--- src/rtl/hdmi_frame_update_ctrl_if.sv ---
// ---------------------------------------------------------------------------
// hdmi_frame_update_ctrl_if
//   Bundles the frame-update controller's sync, mode-change, live meter and
//   displayed-snapshot signals. The clock and reset stay outside as plain
//   ports of the controller.
//
//   slave  : the controller (consumes vs/mode_change/*_in, drives *_out
//            and the status strobes)
//   master : the side that feeds live data and reads the snapshot
// ---------------------------------------------------------------------------
interface hdmi_frame_update_ctrl_if;
    logic        vs;
    logic        mode_change;
    logic [15:0] status_in;
    logic [15:0] forced_in;
    logic [7:0]  charge_in;
    logic [7:0]  discharge_in;
    logic [7:0]  p_sourced_in;
    logic [7:0]  p_sinked_in;
    logic [7:0]  battery_in;
    logic [15:0] status_out;
    logic [15:0] forced_out;
    logic [7:0]  charge_out;
    logic [7:0]  discharge_out;
    logic [7:0]  p_sourced_out;
    logic [7:0]  p_sinked_out;
    logic [7:0]  battery_out;
    logic        upd_stb;
    logic        data_changed;
    logic        blank;
    logic        vs_lost;
    logic [7:0]  frame_cnt;

    modport slave (
        input  vs, mode_change, status_in, forced_in, charge_in, discharge_in,
               p_sourced_in, p_sinked_in, battery_in,
        output status_out, forced_out, charge_out, discharge_out,
               p_sourced_out, p_sinked_out, battery_out,
               upd_stb, data_changed, blank, vs_lost, frame_cnt
    );

    modport master (
        output vs, mode_change, status_in, forced_in, charge_in, discharge_in,
               p_sourced_in, p_sinked_in, battery_in,
        input  status_out, forced_out, charge_out, discharge_out,
               p_sourced_out, p_sinked_out, battery_out,
               upd_stb, data_changed, blank, vs_lost, frame_cnt
    );
endinterface

--- src/rtl/hdmi_frame_update_ctrl.sv ---
// ---------------------------------------------------------------------------
// hdmi_frame_update_ctrl
//   Frame-synchronous snapshot scheduler for the video text overlay. Live
//   meter values are captured every clock, but the displayed snapshot only
//   changes on a vertical-sync start (every UPDATE_FRAMES frames in RUN), so
//   the overlay never tears. After a mode change or a loss of vsync the
//   overlay is blanked and resumes with a forced load on a clean frame.
//
//   Ports:
//     clk      pixel clock
//     reset_n  asynchronous active-low reset
//     bus      slave side of hdmi_frame_update_ctrl_if:
//              vs, mode_change (async), *_in live values  -> in
//              *_out snapshot, upd_stb, data_changed, blank,
//              vs_lost, frame_cnt                          -> out
// ---------------------------------------------------------------------------
module hdmi_frame_update_ctrl #(
    parameter int UPDATE_FRAMES = 30,
    parameter int HOLD_FRAMES   = 2,
    parameter int VS_ACTIVE_LOW = 1,
    parameter int VS_TIMEOUT    = 2000000,
    parameter int TO_W          = 21
) (
    input  logic                     clk,
    input  logic                     reset_n,
    hdmi_frame_update_ctrl_if.slave  bus
);

    localparam int SNAP_W = 72;
    localparam int DC_W   = (UPDATE_FRAMES > 1) ? $clog2(UPDATE_FRAMES) : 1;
    localparam int HC_W   = (HOLD_FRAMES > 1) ? $clog2(HOLD_FRAMES) : 1;

    localparam logic [DC_W-1:0] DIV_LAST  = DC_W'(UPDATE_FRAMES - 1);
    localparam logic [HC_W-1:0] HOLD_LAST = HC_W'(HOLD_FRAMES - 1);
    localparam logic [TO_W-1:0] TO_LAST   = TO_W'(VS_TIMEOUT - 1);
    localparam logic            VS_INV    = (VS_ACTIVE_LOW != 0) ? 1'b1 : 1'b0;

    localparam logic [1:0] ST_HOLD = 2'd0;
    localparam logic [1:0] ST_RUN  = 2'd1;
    localparam logic [1:0] ST_LOST = 2'd2;

    // True when any displayed bit would change with the new snapshot.
    function automatic logic snap_differs(input logic [SNAP_W-1:0] a,
                                          input logic [SNAP_W-1:0] b);
        return |(a ^ b);
    endfunction

    logic [SNAP_W-1:0] cap_d, cap_q, snap_d, snap_q;
    logic              vs_r1_d, vs_r1_q, vs_r2_d, vs_r2_q;
    logic              mc_s1_d, mc_s1_q, mc_s2_d, mc_s2_q, mc_s3_d, mc_s3_q;
    logic [1:0]        state_d, state_q;
    logic [HC_W-1:0]   hold_cnt_d, hold_cnt_q;
    logic [DC_W-1:0]   div_cnt_d, div_cnt_q;
    logic [TO_W-1:0]   to_cnt_d, to_cnt_q;
    logic              upd_stb_d, upd_stb_q;
    logic              data_changed_d, data_changed_q;
    logic              blank_d, blank_q;
    logic              vs_lost_d, vs_lost_q;
    logic [7:0]        frame_cnt_d, frame_cnt_q;
    logic              frame_start_s, mc_evt_s, timeout_s, load_s;

    // Input capture, vsync edge pipe and mode-change synchronizer.
    always_comb begin
        cap_d = {bus.status_in, bus.forced_in, bus.charge_in, bus.discharge_in,
                 bus.p_sourced_in, bus.p_sinked_in, bus.battery_in};
        vs_r1_d       = bus.vs ^ VS_INV;
        vs_r2_d       = vs_r1_q;
        mc_s1_d       = bus.mode_change;
        mc_s2_d       = mc_s1_q;
        mc_s3_d       = mc_s2_q;
        frame_start_s = vs_r1_q & ~vs_r2_q;
        mc_evt_s      = mc_s2_q & ~mc_s3_q;
        timeout_s     = (state_q != ST_LOST) && (to_cnt_q == TO_LAST);
    end

    // Scheduler FSM: priority mode change > vsync timeout > frame start.
    always_comb begin
        state_d    = state_q;
        hold_cnt_d = hold_cnt_q;
        div_cnt_d  = div_cnt_q;
        load_s     = 1'b0;
        if (frame_start_s) begin
            to_cnt_d = {TO_W{1'b0}};
        end else if (to_cnt_q != TO_LAST) begin
            to_cnt_d = to_cnt_q + TO_W'(1'b1);
        end else begin
            to_cnt_d = to_cnt_q;
        end

        if (mc_evt_s) begin
            state_d    = ST_HOLD;
            hold_cnt_d = {HC_W{1'b0}};
            div_cnt_d  = {DC_W{1'b0}};
            to_cnt_d   = {TO_W{1'b0}};
        end else if (timeout_s) begin
            state_d  = ST_LOST;
            to_cnt_d = {TO_W{1'b0}};
        end else if (frame_start_s) begin
            case (state_q)
                ST_HOLD: begin
                    if (hold_cnt_q == HOLD_LAST) begin
                        load_s     = 1'b1;
                        state_d    = ST_RUN;
                        hold_cnt_d = {HC_W{1'b0}};
                        div_cnt_d  = {DC_W{1'b0}};
                    end else begin
                        hold_cnt_d = hold_cnt_q + HC_W'(1'b1);
                    end
                end
                ST_RUN: begin
                    if (div_cnt_q == DIV_LAST) begin
                        load_s    = 1'b1;
                        div_cnt_d = {DC_W{1'b0}};
                    end else begin
                        div_cnt_d = div_cnt_q + DC_W'(1'b1);
                    end
                end
                ST_LOST: begin
                    // Resume on this frame boundary, but load only after HOLD.
                    state_d    = ST_HOLD;
                    hold_cnt_d = {HC_W{1'b0}};
                end
                default: begin
                    state_d    = ST_HOLD;
                    hold_cnt_d = {HC_W{1'b0}};
                    div_cnt_d  = {DC_W{1'b0}};
                end
            endcase
        end else begin
            state_d = state_q;
        end
    end

    // Snapshot register, strobes and status outputs.
    always_comb begin
        if (load_s) begin
            snap_d = cap_q;
        end else begin
            snap_d = snap_q;
        end
        upd_stb_d      = load_s;
        data_changed_d = load_s & snap_differs(cap_q, snap_q);
        blank_d        = (state_d != ST_RUN);
        vs_lost_d      = (state_d == ST_LOST);
        if (frame_start_s) begin
            frame_cnt_d = frame_cnt_q + 8'd1;
        end else begin
            frame_cnt_d = frame_cnt_q;
        end
    end

    // State and output registers, cleared immediately by reset_n.
    always_ff @(posedge clk or negedge reset_n) begin
        if (!reset_n) begin
            cap_q          <= {SNAP_W{1'b0}};
            snap_q         <= {SNAP_W{1'b0}};
            vs_r1_q        <= 1'b0;
            vs_r2_q        <= 1'b0;
            mc_s1_q        <= 1'b0;
            mc_s2_q        <= 1'b0;
            mc_s3_q        <= 1'b0;
            state_q        <= ST_HOLD;
            hold_cnt_q     <= {HC_W{1'b0}};
            div_cnt_q      <= {DC_W{1'b0}};
            to_cnt_q       <= {TO_W{1'b0}};
            upd_stb_q      <= 1'b0;
            data_changed_q <= 1'b0;
            blank_q        <= 1'b1;
            vs_lost_q      <= 1'b0;
            frame_cnt_q    <= 8'd0;
        end else begin
            cap_q          <= cap_d;
            snap_q         <= snap_d;
            vs_r1_q        <= vs_r1_d;
            vs_r2_q        <= vs_r2_d;
            mc_s1_q        <= mc_s1_d;
            mc_s2_q        <= mc_s2_d;
            mc_s3_q        <= mc_s3_d;
            state_q        <= state_d;
            hold_cnt_q     <= hold_cnt_d;
            div_cnt_q      <= div_cnt_d;
            to_cnt_q       <= to_cnt_d;
            upd_stb_q      <= upd_stb_d;
            data_changed_q <= data_changed_d;
            blank_q        <= blank_d;
            vs_lost_q      <= vs_lost_d;
            frame_cnt_q    <= frame_cnt_d;
        end
    end

    assign bus.status_out    = snap_q[71:56];
    assign bus.forced_out    = snap_q[55:40];
    assign bus.charge_out    = snap_q[39:32];
    assign bus.discharge_out = snap_q[31:24];
    assign bus.p_sourced_out = snap_q[23:16];
    assign bus.p_sinked_out  = snap_q[15:8];
    assign bus.battery_out   = snap_q[7:0];
    assign bus.upd_stb       = upd_stb_q;
    assign bus.data_changed  = data_changed_q;
    assign bus.blank         = blank_q;
    assign bus.vs_lost       = vs_lost_q;
    assign bus.frame_cnt     = frame_cnt_q;

endmodule

--- src/flat_wrapper.sv ---
// flat-port wrapper written by rule: the top's interface ports become plain ports
module hdmi_frame_update_ctrl_flat 
#(
    parameter int UPDATE_FRAMES = 30,
    parameter int HOLD_FRAMES   = 2,
    parameter int VS_ACTIVE_LOW = 1,
    parameter int VS_TIMEOUT    = 2000000,
    parameter int TO_W          = 21
)
  (clk, reset_n, bus_vs, bus_mode_change, bus_status_in, bus_forced_in, bus_charge_in, bus_discharge_in, bus_p_sourced_in, bus_p_sinked_in, bus_battery_in, bus_status_out, bus_forced_out, bus_charge_out, bus_discharge_out, bus_p_sourced_out, bus_p_sinked_out, bus_battery_out, bus_upd_stb, bus_data_changed, bus_blank, bus_vs_lost, bus_frame_cnt);
  hdmi_frame_update_ctrl_if bus_i ();
  input  logic clk;
  input  logic reset_n;
  input wire logic [$bits(bus_i.vs)-1:0] bus_vs;
  input wire logic [$bits(bus_i.mode_change)-1:0] bus_mode_change;
  input wire logic [$bits(bus_i.status_in)-1:0] bus_status_in;
  input wire logic [$bits(bus_i.forced_in)-1:0] bus_forced_in;
  input wire logic [$bits(bus_i.charge_in)-1:0] bus_charge_in;
  input wire logic [$bits(bus_i.discharge_in)-1:0] bus_discharge_in;
  input wire logic [$bits(bus_i.p_sourced_in)-1:0] bus_p_sourced_in;
  input wire logic [$bits(bus_i.p_sinked_in)-1:0] bus_p_sinked_in;
  input wire logic [$bits(bus_i.battery_in)-1:0] bus_battery_in;
  output wire logic [$bits(bus_i.status_out)-1:0] bus_status_out;
  output wire logic [$bits(bus_i.forced_out)-1:0] bus_forced_out;
  output wire logic [$bits(bus_i.charge_out)-1:0] bus_charge_out;
  output wire logic [$bits(bus_i.discharge_out)-1:0] bus_discharge_out;
  output wire logic [$bits(bus_i.p_sourced_out)-1:0] bus_p_sourced_out;
  output wire logic [$bits(bus_i.p_sinked_out)-1:0] bus_p_sinked_out;
  output wire logic [$bits(bus_i.battery_out)-1:0] bus_battery_out;
  output wire logic [$bits(bus_i.upd_stb)-1:0] bus_upd_stb;
  output wire logic [$bits(bus_i.data_changed)-1:0] bus_data_changed;
  output wire logic [$bits(bus_i.blank)-1:0] bus_blank;
  output wire logic [$bits(bus_i.vs_lost)-1:0] bus_vs_lost;
  output wire logic [$bits(bus_i.frame_cnt)-1:0] bus_frame_cnt;
  assign bus_i.vs = bus_vs;
  assign bus_i.mode_change = bus_mode_change;
  assign bus_i.status_in = bus_status_in;
  assign bus_i.forced_in = bus_forced_in;
  assign bus_i.charge_in = bus_charge_in;
  assign bus_i.discharge_in = bus_discharge_in;
  assign bus_i.p_sourced_in = bus_p_sourced_in;
  assign bus_i.p_sinked_in = bus_p_sinked_in;
  assign bus_i.battery_in = bus_battery_in;
  assign bus_status_out = bus_i.status_out;
  assign bus_forced_out = bus_i.forced_out;
  assign bus_charge_out = bus_i.charge_out;
  assign bus_discharge_out = bus_i.discharge_out;
  assign bus_p_sourced_out = bus_i.p_sourced_out;
  assign bus_p_sinked_out = bus_i.p_sinked_out;
  assign bus_battery_out = bus_i.battery_out;
  assign bus_upd_stb = bus_i.upd_stb;
  assign bus_data_changed = bus_i.data_changed;
  assign bus_blank = bus_i.blank;
  assign bus_vs_lost = bus_i.vs_lost;
  assign bus_frame_cnt = bus_i.frame_cnt;
  hdmi_frame_update_ctrl #(.UPDATE_FRAMES(UPDATE_FRAMES), .HOLD_FRAMES(HOLD_FRAMES), .VS_ACTIVE_LOW(VS_ACTIVE_LOW), .VS_TIMEOUT(VS_TIMEOUT), .TO_W(TO_W)) u_core (.clk(clk), .reset_n(reset_n), .bus(bus_i));
endmodule
--- config.mk ---
export PLATFORM = sky130hd
export DESIGN_NAME = hdmi_frame_update_ctrl_flat
export DESIGN_NICKNAME = d
export VERILOG_FILES = /design/src/rtl/hdmi_frame_update_ctrl_if.sv /design/src/rtl/hdmi_frame_update_ctrl.sv /design/src/flat_wrapper.sv
export SDC_FILE = /design/constraint.sdc
export NUM_CORES = 1
export LEC_CHECK = 0
export CAP_MARGIN = 20
export CELL_PAD_IN_SITES_DETAIL_PLACEMENT = 0
export CELL_PAD_IN_SITES_GLOBAL_PLACEMENT = 1
export CORE_ASPECT_RATIO = 0.9
export CORE_MARGIN = 1
export CORE_UTILIZATION = 30
export CTS_BUF_LIST = sky130_fd_sc_hd__clkbuf_8 sky130_fd_sc_hd__clkbuf_16
export DETAILED_ROUTE_END_ITERATION = 16
export HOLD_SLACK_MARGIN = 0.08
export PLACE_DENSITY = 0.63
export SETUP_SLACK_MARGIN = 0.4
export SLEW_MARGIN = 20
export SYNTH_ARGS = -nofsm -noshare
export SYNTH_HDL_FRONTEND = slang
export SYNTH_SLANG_ARGS = --single-unit
--- constraint.sdc ---
create_clock -name clk -period 2.7 [get_ports clk]
set_clock_uncertainty 0.05 [all_clocks]
set_input_delay 0.54 -clock clk [delete_from_list [all_inputs] [get_ports clk]]
set_output_delay 0.54 -clock clk [all_outputs]
set_load 0.1 [all_outputs]
== Word-level counts from Yosys, hierarchy flattened ==
Index checks and enable logic that the tools add are counted.

* Flip-flop bits (word level): 190
* Word-level logic and storage cells: 72

* Eq/ne operators: 12
* Multiplexer cells: 26
* Bitwise operators: 7
* $add $sub $neg: 4
* Reduce and logical (&&, ||, !) cells: 7

{| class="wikitable"
|+ Operators with widths
! operator !! number
|-
| 21-bit 2-to-1 mux || 4
|-
| 72-bit OR reduction || 1
|-
| 72-bit XOR || 1
|-
| 5-bit 2-to-1 mux || 5
|-
| 21-bit by 1-bit adder with 21-bit output, second input constant || 1
|-
| 21-bit == test, second input constant || 1
|-
| 21-bit != test, second input constant || 1
|-
| 5-bit case mux with 3 select lines || 1
|-
| 1-bit 2-to-1 mux || 9
|-
| 8-bit by 1-bit adder with 8-bit output, second input constant || 1
|-
| 2-bit 2-to-1 mux || 4
|-
| 2-bit by 1-bit != test with 1-bit output, second input constant || 4
|-
| 5-bit by 1-bit adder with 5-bit output, second input constant || 1
|-
| 5-bit == test, second input constant || 1
|-
| 2-bit == test, second input constant || 2
|-
| 1-bit case mux with 2 select lines || 2
|-
| 2-bit case mux with 2 select lines || 1
|-
| 4-bit AND reduction || 1
|-
| 4-bit nonzero test || 1
|-
| 1-bit AND || 3
|-
| 3-bit by 1-bit != test with 1-bit output, second input constant || 1
|-
| 1-bit NOT || 3
|-
| 3-bit AND reduction || 1
|-
| 2-bit by 1-bit == test with 1-bit output, second input constant || 1
|-
| other kinds (5) || 5
|}

== Logic depth before layout (Yosys ltp) ==
* Word-level depth: 7
* Depth in mapped cells: 9
* Mapped depth without buffers: 7

== Least setup slack after synthesis ==
OpenSTA, ideal clock, no wires.

* Path kind: register to register
* From: reg u_core.snap_q[23]
* To: reg u_core.data_changed_q (netlist: u_core.bus.data_changed)
* Cell stages (with the launch flop): 6
* Data arrival time: 1712 ps
* Path slack: 807 ps
* Path buffers: 0
* Cells stage by stage: dfrtp_1 > xor2_1 > nor4_1 > nand4_1 > nor3_1 > a21boi_0

* Word-level cells in the longest chain between the ends: 3

{| class="wikitable"
|+ RTL lines
! element !! line !! RTL
|-
| from (decl) || hdmi_frame_update_ctrl.sv:48 || <nowiki>logic [SNAP_W-1:0] cap_d, cap_q, snap_d, snap_q;</nowiki>
|-
| from (signal assigned) || hdmi_frame_update_ctrl.sv:156 || <nowiki>snap_q <= {SNAP_W{1'b0}};</nowiki>
|-
| from (signal assigned) || hdmi_frame_update_ctrl.sv:173 || <nowiki>snap_q <= snap_d;</nowiki>
|-
| 72-bit XOR || hdmi_frame_update_ctrl.sv:45 || <nowiki>return |(a ^ b);</nowiki>
|-
| 72-bit OR reduction || hdmi_frame_update_ctrl.sv:45 ||
|-
| 1-bit AND || hdmi_frame_update_ctrl.sv:142 || <nowiki>data_changed_d = load_s & snap_differs(cap_q, snap_q);</nowiki>
|-
| named net u_core.data_changed_d || hdmi_frame_update_ctrl.sv:56 || <nowiki>logic data_changed_d, data_changed_q;</nowiki>
|-
| to (signal assigned) || hdmi_frame_update_ctrl.sv:184 || <nowiki>data_changed_q <= data_changed_d;</nowiki>
|-
| to (decl) || hdmi_frame_update_ctrl.sv:56 ||
|}

The timed path passes the listed nets, and every way through them passes these cells.
A chain may end at the register's enable or synchronous reset.

== Worst setup path in the final report ==
* From: reg u_core.to_cnt_q[11]
* To: reg u_core.div_cnt_q[0]

* Word-level cells in the longest chain between the ends: 4

{| class="wikitable"
|+ RTL lines
! element !! line !! RTL
|-
| from (decl) || hdmi_frame_update_ctrl.sv:54 || <nowiki>logic [TO_W-1:0] to_cnt_d, to_cnt_q;</nowiki>
|-
| from (signal assigned) || hdmi_frame_update_ctrl.sv:165 || <nowiki>to_cnt_q <= {TO_W{1'b0}};</nowiki>
|-
| from (signal assigned) || hdmi_frame_update_ctrl.sv:182 || <nowiki>to_cnt_q <= to_cnt_d;</nowiki>
|-
| 21-bit == test || hdmi_frame_update_ctrl.sv:73 || <nowiki>timeout_s = (state_q != ST_LOST) && (to_cnt_q == TO_LAST);</nowiki>
|-
| 1-bit logical AND || hdmi_frame_update_ctrl.sv:73 ||
|-
| 2-bit by 1-bit != test with 1-bit output (no source line) || - ||
|-
| 4-bit AND reduction (no source line) || - ||
|-
| to (signal assigned) || hdmi_frame_update_ctrl.sv:164 || <nowiki>div_cnt_q <= {DC_W{1'b0}};</nowiki>
|-
| to (signal assigned) || hdmi_frame_update_ctrl.sv:181 || <nowiki>div_cnt_q <= div_cnt_d;</nowiki>
|-
| to (decl) || hdmi_frame_update_ctrl.sv:53 || <nowiki>logic [DC_W-1:0] div_cnt_d, div_cnt_q;</nowiki>
|}

Every way passes these cells.

==> impl_metrics.json <==
{
  "status": "complete, no violations",
  "num_antenna_cells": 0,
  "via_count": 4879,
  "wl_mm": 17.4,
  "grt_antenna_before_repair": 0,
  "cts-hold-fix-buffers": 1,
  "cp_cell_sequence": "nor4b_1 > nand4_1 > o211ai_2 > a21oi_1 > mux2_2",
  "reg2reg_depth": 5,
  "placedInstanceArea_um2": 9630,
  "slew_headroom": 0.543,
  "fmax_mhz": 475,
  "most-common-layout-cells": "dfrtp_1, buf_4, clkdlybuf4s50_1, xor2_1, mux2_4",
  "post_cts_buffers": 0,
  "cap_viol_max_count": 0,
  "core-area_um2": 25500,
  "worstSetupPathType": "reg -> reg",
  "synth_area_leaders": "dfrtp_1, mux2_4, xor2_1",
  "worst_pin_slew_ns": 0.684,
  "ios": 160,
  "critical_path.slowest_cell": "dfrtp_1",
  "cts_resized": 0,
  "clkSinkCount": 190,
  "numCtsBuffers": 17,
  "firstDrtPassIters": 5,
  "synth_seq_area_share": 0.602,
  "synth_top_area_frac": 0.598,
  "vias_per_cell": 4.56,
  "syn_to_final_growth_pct": 29.2,
  "final_nets": 795,
  "setup_violations": 0,
  "clock_path_buffers": 2,
  "drtIter0Drc": 249,
  "syn_area_per_cell_um2": 14.5,
  "fp.dieH_um": 156,
  "clock_latency_ns": 0.43,
  "yosys.area.top_type": "dfrtp_1",
  "critPathCaptureType": "flop",
  "ys_ff_latch": 190,
  "remaining_drc_errors": 0,
  "syn_nets": 624,
  "slew_viol_final": 0,
  "track_usage": 0.134,
  "ys_warn_count": 0,
  "drive_gt1_frac": 0.286,
  "ant_nets": 0,
  "grt_pass1_vias": 4926,
  "grt_pass1_wl_mm": 27.8,
  "rows": 55,
  "initial_core_util": 0.310,
  "syn-cell-area_um2": 7900,
  "htree_levels": 4,
  "finalSetupTns_ns": 0,
  "cp_max_fo": 7,
  "final.min_clock_period_ns": 2.11,
  "async_reset_ff_frac": 1.00,
  "grt.overflow.total": 0,
  "gp_congestion": 0.814,
  "arrival_ns": 2.37,
  "numPortBuffers": 159,
  "grt_setup_unrepaired": "no",
  "worstSetupStartpointType": "flop",
  "stdcell_area_um2": 10200,
  "hold_viol": 0,
  "die_area_um2": 27000,
  "dp.final_hpwl_mm": 12.3,
  "worstHoldPathCells": 0,
  "cts.clk_slew.worst_paths_ns": 0.07,
  "synth-main-ff-cell": "dfrtp_1",
  "clockRootBuffer": "clkbuf_16",
  "final_common_cell": "dfrtp_1",
  "synth-edff-count": 0,
  "cts_tree": "done",
  "min_period_over_period": 0.780,
  "max_stage_delay_ns": 0.46,
  "netlist_instances": 544,
  "fp.dieW_um": 173,
  "grt_max_degree": 70,
  "crit_required_ns": 2.97,
  "synthDistinctLibCells": 53,
  "hold_path_class": "reg -> reg",
  "post_drt_wl_per_cell_um": 16.3
}
==> stage by stage <==
step,instances,util,hold WS [ns],worst slack [ns]
final,1069,0.400,0.310,0.594
after global routing,1069,0.400,0.322,0.470
after CTS,1069,0.400,0.315,0.588
after detailed placement,1037,0.377,0.303,0.585
after global placement,1037,0.377,0.288,0.639
after floorplan,544,-,0.194,0.807
==> sequential cells by signal, summed over array words and instances (netlist names) <==
register,count
u_core.mc_s3_q,1
u_core.mc_s2_q,1
u_core.bus.data_changed,1
u_core.cap_q,72
u_core.div_cnt_q,5
u_core.bus.blank,1
u_core.state_q,2
u_core.snap_q,72
u_core.bus.upd_stb,1
u_core.mc_s1_q,1
u_core.hold_cnt_q,1
u_core.vs_r1_q,1
u_core.bus.vs_lost,1
u_core.vs_r2_q,1
u_core.to_cnt_q,21
u_core.bus.frame_cnt,8
==> critical path: cells and delay by family, from the launching register on <==
kind / cells / cell delay, ns
AOI/OAI and AO/OA: 2 / 0.56
DFF: 1 / 0.46
muxes: 1 / 0.29
and+or+nand+nor: 2 / 0.64
==> kinds of logic after synthesis <==
kind of cell	after synthesis	synth area share
compound gates	32	0.0287
xor+xnor	93	0.103
fa+ha+maj	4	0.00633
buf+inv	21	0.0250
flops	190	0.602
mux	74	0.134
simple gates	130	0.101
==> cell usage after synthesis, types with 3 or more instances <==
library cell  count
a21oi_1          11
and3_1            6
and4_1            3
buf_12            7
clkbuf_1          5
dfrtp_1         189
ha_1              4
inv_1             7
mux2_2           13
mux2_4           60
nand2_1          17
nand3_1          10
nand4_1          17
nor2_1           22
nor2b_1           6
nor3_1            5
nor4_1           17
o21ai_0           8
or3_1             6
xnor2_1          22
xor2_1           71
==> layout make-up <==
cell class | instances | area, um^2
well taps | 342 | 428
clock inverters | 14 | 151
clock buffers | 17 | 425
repair buffers | 166 | 1480
multi-input cells | 333 | 2950
fillers | 2378 | 15300
inverters | 7 | 26.3
flip-flops and latches | 190 | 4760
==> routing by layer <==
metal,track usage,share of wire
met3,0.0329,0.054
met2,0.203,0.46
met1,0.187,0.48
met4,0.0455,0.011
met5,0,0
==> worst paths after layout <==
kind                            slack, ns                              end                            start
max in group asynchronous            1.22       u_core.bus.blank$_DFF_PN1_                          reset_n
min in group asynchronous            0.63     u_core.snap_q[6]$_DFFE_PN0P_                          reset_n
worst min register to register       0.31         u_core.mc_s2_q$_DFF_PN0_         u_core.mc_s1_q$_DFF_PN0_
worst min-delay path                 0.31         u_core.mc_s2_q$_DFF_PN0_         u_core.mc_s1_q$_DFF_PN0_
worst max register to register       0.59  u_core.div_cnt_q[0]$_DFFE_PN0P_  u_core.to_cnt_q[11]$_DFFE_PN0P_
worst max-delay path                 0.59  u_core.div_cnt_q[0]$_DFFE_PN0P_  u_core.to_cnt_q[11]$_DFFE_PN0P_
Power is not shown: default switching activity piles up to over one toggle a cycle in this logic, so the estimate is an artifact.
